$ cat src/rtl/fetch_sequencer_if.sv
// Fetch sequencer bus bundle: memory read port, decoder handshake,
// jump request and the architectural PC.
interface fetch_sequencer_if;
  logic [15:0] mem_addr;
  logic        mem_rd;
  logic        mem_ready;
  logic [7:0]  mem_data;
  logic [23:0] instr;
  logic [1:0]  instr_len;
  logic [15:0] instr_pc;
  logic        instr_valid;
  logic        instr_ready;
  logic        jump;
  logic [15:0] jump_addr;
  logic [15:0] pc;

  modport master (
    output mem_addr,
    output mem_rd,
    input  mem_ready,
    input  mem_data,
    output instr,
    output instr_len,
    output instr_pc,
    output instr_valid,
    input  instr_ready,
    input  jump,
    input  jump_addr,
    output pc
  );

  modport slave (
    input  mem_addr,
    input  mem_rd,
    output mem_ready,
    output mem_data,
    input  instr,
    input  instr_len,
    input  instr_pc,
    input  instr_valid,
    output instr_ready,
    output jump,
    output jump_addr,
    input  pc
  );
endinterface

$ cat src/rtl/fetch_sequencer.sv
// Byte-serial instruction fetch: walks the PC over an 8-bit bus,
// assembles 1..3 byte instructions and holds each until the decoder takes it.
module fetch_sequencer #(
  parameter logic [15:0] RESET_VECTOR = 16'h0000
) (
  input logic clk,
  input logic rst,
  fetch_sequencer_if.master bus
);

  typedef enum logic [1:0] {
    S_FETCH0,
    S_FETCH1,
    S_FETCH2,
    S_HOLD
  } state_e;

  state_e      state_q, state_d;
  logic [15:0] pc_q, pc_d;
  logic [23:0] instr_q, instr_d;
  logic [1:0]  len_q, len_d;
  logic [15:0] ipc_q, ipc_d;
  logic [1:0]  dec_len;

  always_comb begin
    dec_len = 2'd1;
    unique case (1'b1)
      (bus.mem_data[7:6] == 2'b11): dec_len = 2'd3;
      (bus.mem_data[7:6] == 2'b10): dec_len = 2'd2;
      default:                      dec_len = 2'd1;
    endcase
  end

  always_comb begin
    state_d = state_q;
    pc_d    = pc_q;
    instr_d = instr_q;
    len_d   = len_q;
    ipc_d   = ipc_q;
    unique case (state_q)
      S_FETCH0: begin
        if (bus.mem_ready) begin
          instr_d = {16'h0000, bus.mem_data};
          len_d   = dec_len;
          ipc_d   = pc_q;
          pc_d    = pc_q + 16'd1;
          state_d = (dec_len == 2'd1) ? S_HOLD : S_FETCH1;
        end
      end
      S_FETCH1: begin
        if (bus.mem_ready) begin
          instr_d[15:8] = bus.mem_data;
          pc_d          = pc_q + 16'd1;
          state_d       = (len_q == 2'd2) ? S_HOLD : S_FETCH2;
        end
      end
      S_FETCH2: begin
        if (bus.mem_ready) begin
          instr_d[23:16] = bus.mem_data;
          pc_d           = pc_q + 16'd1;
          state_d        = S_HOLD;
        end
      end
      S_HOLD: begin
        if (bus.instr_ready) begin
          state_d = S_FETCH0;
        end
      end
      default: state_d = S_FETCH0;
    endcase
    // a jump discards any byte landing this cycle and any partial instruction
    if (bus.jump) begin
      pc_d    = bus.jump_addr;
      state_d = S_FETCH0;
    end
  end

  always_ff @(posedge clk) begin
    if (rst) begin
      state_q <= S_FETCH0;
      pc_q    <= RESET_VECTOR;
      instr_q <= 24'h0;
      len_q   <= 2'd0;
      ipc_q   <= 16'h0;
    end else begin
      state_q <= state_d;
      pc_q    <= pc_d;
      instr_q <= instr_d;
      len_q   <= len_d;
      ipc_q   <= ipc_d;
    end
  end

  assign bus.mem_rd      = (state_q != S_HOLD) && !rst;
  assign bus.mem_addr    = pc_q;
  assign bus.instr_valid = (state_q == S_HOLD);
  assign bus.instr       = instr_q;
  assign bus.instr_len   = len_q;
  assign bus.instr_pc    = ipc_q;
  assign bus.pc          = pc_q;

endmodule

$ cat src/flat_wrapper.sv
// flat-port wrapper written by rule: the top's interface ports become plain ports
module fetch_sequencer_flat 
#(
  parameter logic [15:0] RESET_VECTOR = 16'h0000
)
  (clk, rst, bus_mem_addr, bus_mem_rd, bus_mem_ready, bus_mem_data, bus_instr, bus_instr_len, bus_instr_pc, bus_instr_valid, bus_instr_ready, bus_jump, bus_jump_addr, bus_pc);
  fetch_sequencer_if bus_i ();
  input logic clk;
  input logic rst;
  output wire logic [$bits(bus_i.mem_addr)-1:0] bus_mem_addr;
  output wire logic [$bits(bus_i.mem_rd)-1:0] bus_mem_rd;
  input wire logic [$bits(bus_i.mem_ready)-1:0] bus_mem_ready;
  input wire logic [$bits(bus_i.mem_data)-1:0] bus_mem_data;
  output wire logic [$bits(bus_i.instr)-1:0] bus_instr;
  output wire logic [$bits(bus_i.instr_len)-1:0] bus_instr_len;
  output wire logic [$bits(bus_i.instr_pc)-1:0] bus_instr_pc;
  output wire logic [$bits(bus_i.instr_valid)-1:0] bus_instr_valid;
  input wire logic [$bits(bus_i.instr_ready)-1:0] bus_instr_ready;
  input wire logic [$bits(bus_i.jump)-1:0] bus_jump;
  input wire logic [$bits(bus_i.jump_addr)-1:0] bus_jump_addr;
  output wire logic [$bits(bus_i.pc)-1:0] bus_pc;
  assign bus_mem_addr = bus_i.mem_addr;
  assign bus_mem_rd = bus_i.mem_rd;
  assign bus_i.mem_ready = bus_mem_ready;
  assign bus_i.mem_data = bus_mem_data;
  assign bus_instr = bus_i.instr;
  assign bus_instr_len = bus_i.instr_len;
  assign bus_instr_pc = bus_i.instr_pc;
  assign bus_instr_valid = bus_i.instr_valid;
  assign bus_i.instr_ready = bus_instr_ready;
  assign bus_i.jump = bus_jump;
  assign bus_i.jump_addr = bus_jump_addr;
  assign bus_pc = bus_i.pc;
  fetch_sequencer #(.RESET_VECTOR(RESET_VECTOR)) u_core (.clk(clk), .rst(rst), .bus(bus_i));
endmodule
$ cat config.mk
export PLATFORM = sky130hd
export DESIGN_NAME = fetch_sequencer_flat
export DESIGN_NICKNAME = d
export VERILOG_FILES = /design/src/rtl/fetch_sequencer_if.sv /design/src/rtl/fetch_sequencer.sv /design/src/flat_wrapper.sv
export SDC_FILE = /design/constraint.sdc
export NUM_CORES = 1
export LEC_CHECK = 0
export ABC_AREA = 1
export CAP_MARGIN = 5
export CORE_MARGIN = 5
export CORE_UTILIZATION = 43
export DETAILED_ROUTE_END_ITERATION = 10
export PLACE_DENSITY = 0.78
export SYNTH_ARGS = -nofsm -noshare
export SYNTH_HDL_FRONTEND = slang
export SYNTH_SLANG_ARGS = --single-unit
$ cat constraint.sdc
create_clock -name clk -period 1.81 [get_ports clk]
set_input_delay 0.4525 -clock clk [delete_from_list [all_inputs] [get_ports clk]]
set_output_delay 0.4525 -clock clk [all_outputs]
set_load 0.02 [all_outputs]
==> flow_summary.ini <==
[status]
outcome = completed

[floorplan]
ios = 105
coreArea_um2 = 6350
initial_core_util_pct = 44.3
rows = 29
die_x_um = 90.9
die_area_um2 = 8260
fp.dieH_um = 90.9

[synth]
syn_area_um2 = 2810
avgSynthCellArea_um2 = 7.30
ys_seq_area_share_pct = 42.7
syn-num-nets = 421
syn_inst = 385
yosysWarnings = 0
post_synth_num_cell_types = 29
synth-seq-cells = 60

[setup_path]
cp_num_buf_inv = 1
startpoint_type = flip-flop
slowest_delay_ns = 0.62
path_max_fanout = 2
cp.depth = 1
critPathRequiredTime_ns = 1.36
crit_arrival_ns = 1.32
ff2ff_path_depth = 8
endpoint_kind = output port
crit_slowest_cell = clkdlybuf4s50_1
crit_family = buffers and inverters
path_cells = clkdlybuf4s50_1
worstSetupPathType = reg2out

[final_layout]
utilization_pct = 65.5
nFillCells = 540
layout_common_cells = nand2_1 (69), clkdlybuf4s50_1 (66), dfxtp_1 (60)
post-route-cell-area_um2 = 4160
final_common_cell = nand2_1
area_delta_synth_final_pct = 47.8
antenna_cells = 0
nets = 530
final_layout_size_suffix_gt1_share_pct = 12.8

[drt]
met2WireLength_um = 4160
routed-via-count = 2966
routed.top_layer = met4
detail_route.iter0.violations = 147
postRouteAntennaNets = 0
detail_route.wirelength.met1_um = 3630
dr.pass1.iters = 6
routed_via_density = 5.15
drt-total-wl_um = 8510
drc_errors = 0
dr_wl_met3_um = 549
routedWlPerCell_um = 14.8

[pwr]
ir_drop_uv = 421
finalPower_uw = 3440
power_density_nw_per_um2 = 828
p_leak_uw = 0.00192

[sta]
finalSetupViolCount = 0
slew_violations = 0
fmax_mhz = 564
fin_crit_ns = 1.77
rsz0062_at_grt = no
relSlewSlack_pct = 74.2
hold_slack_ns = 0.467
fin_worst_skew_ns = 0.00769
worst_pin_slew_ns = 0.388
finalCritPeriodShare_pct = 98.0
hold_viol = 0
finalSetupTns_ns = 0

[cts]
numCtsBuffers = 9
clockBufferDepth = 2
cts-htree-levels = 3
post-cts-setup-buffers = 0
cts_tree = yes
worstSkewPairLatency_ns = 0.34
clock-sinks = 60
clk_pin_slew_ns = 0.07
clock-root-buffer = clkbuf_8
postCtsHoldBufs = 0

[global_routing]
grt_overflow_total = 0
grt_max_degree = 34
grt_pass1_vias = 2958
grt_usage_pct = 20.8
grt_pass1_wl_um = 14000
antenna_found_initial = 0

[place]
gp_congestion = 0.902
port_buffers = 104
hpwl_um = 6230
placed_area_um2 = 3960

[worst_hold_path]
hold_class = reg2reg
hold_path_depth = 2

[flow_run]
cap_violations = 0
-- kinds of logic (layout without fill, tap and decap cells) --
family / count (synthesis) / after routing / share of synthesized area, %
simple gates: 162 / 162 / 25.3
flops: 60 / 60 / 42.7
xor+xnor: 2 / 2 / 0.623
buf+inv: 66 / 180 / 11.5
fa+ha+maj: 7 / 7 / 3.12
compound gates: 88 / 88 / 16.7
-- report_power, final --
group          internal, µW  switching, µW  leakage (µW)
combinational           328            411       0.00132
sequential             1410           66.0      0.000493
clock                   701            529      0.000109
total                  2440           1010       0.00192
-- synthesized netlist by cell type, drive strengths merged --
cell | instances | area [µm²]
a211oi | 2 | 15.0
a21boi | 1 | 7.51
a21oi | 36 | 180
a221oi | 2 | 17.5
a31oi | 7 | 43.8
buf | 27 | 176
clkbuf | 5 | 18.8
dfxtp | 60 | 1200
ha | 7 | 87.6
inv | 34 | 128
nand2 | 73 | 284
nand3 | 35 | 185
nand4 | 4 | 25.0
nor2 | 47 | 201
nor3 | 2 | 10.0
o21a | 1 | 7.51
o21ai | 38 | 190
o41ai | 1 | 8.76
or2 | 1 | 6.26
xnor2 | 1 | 8.76
xor2 | 1 | 8.76
-- layout make-up --
cell class	instances	area (µm²)	share of cell area, %
Timing Repair Buffer	130	1240	29.9
Clock inverter	5	50.0	1.20
Sequential cell	60	1200	28.9
Clock buffer	11	151	3.64
Multi-Input combinational cell	259	1290	31.0
Tap cell	77	96.3	2.32
Inverter	34	128	3.07
-- worst paths after layout --
check / slack [ns] / startpoint / end
hold / removal: 0.47 / u_core.bus.instr[22]$_SDFFE_PP0P_ / u_core.bus.instr[22]$_SDFFE_PP0P_
setup / recovery: 0.04 / u_core.bus.instr[13]$_SDFFE_PP0P_ / bus_instr[13]
setup reg to reg: 0.23 / u_core.state_q[0]$_SDFFE_PP0P_ / u_core.bus.instr_pc[11]$_SDFFE_PP0P_
hold reg to reg: 0.47 / u_core.bus.instr[22]$_SDFFE_PP0P_ / u_core.bus.instr[22]$_SDFFE_PP0P_
-- per-stage QoR --
stage,setup slack [ns],instances
CTS,0.00340,576
global route,0.00457,576
detailed placement,-0.250,560
global placement,-0.260,560
floorplan,0.283,385
finish,0.0362,576
-- what timing repair did --
action,4_1_cts,5_1_grt
endpoints found under the setup margin,26,15
gates cloned,0,0
gates resized for setup,26,15
-- state kept, by name, summed over array words and instances (netlist names) --
| register | cells |
|---|---|
| u_core.state_q | 2 |
| u_core.bus.instr | 24 |
| u_core.bus.instr_len | 2 |
| u_core.bus.instr_pc | 16 |
| u_core.bus.mem_addr | 16 |
-- layer usage --
metal	vias up	global-route usage (%)
met5	-	0
met4	0	7.70
met3	19	5.67
met2	117	34.7
met1	1360	25.3
li1	1470	-
(Power assumes the default switching activity.)
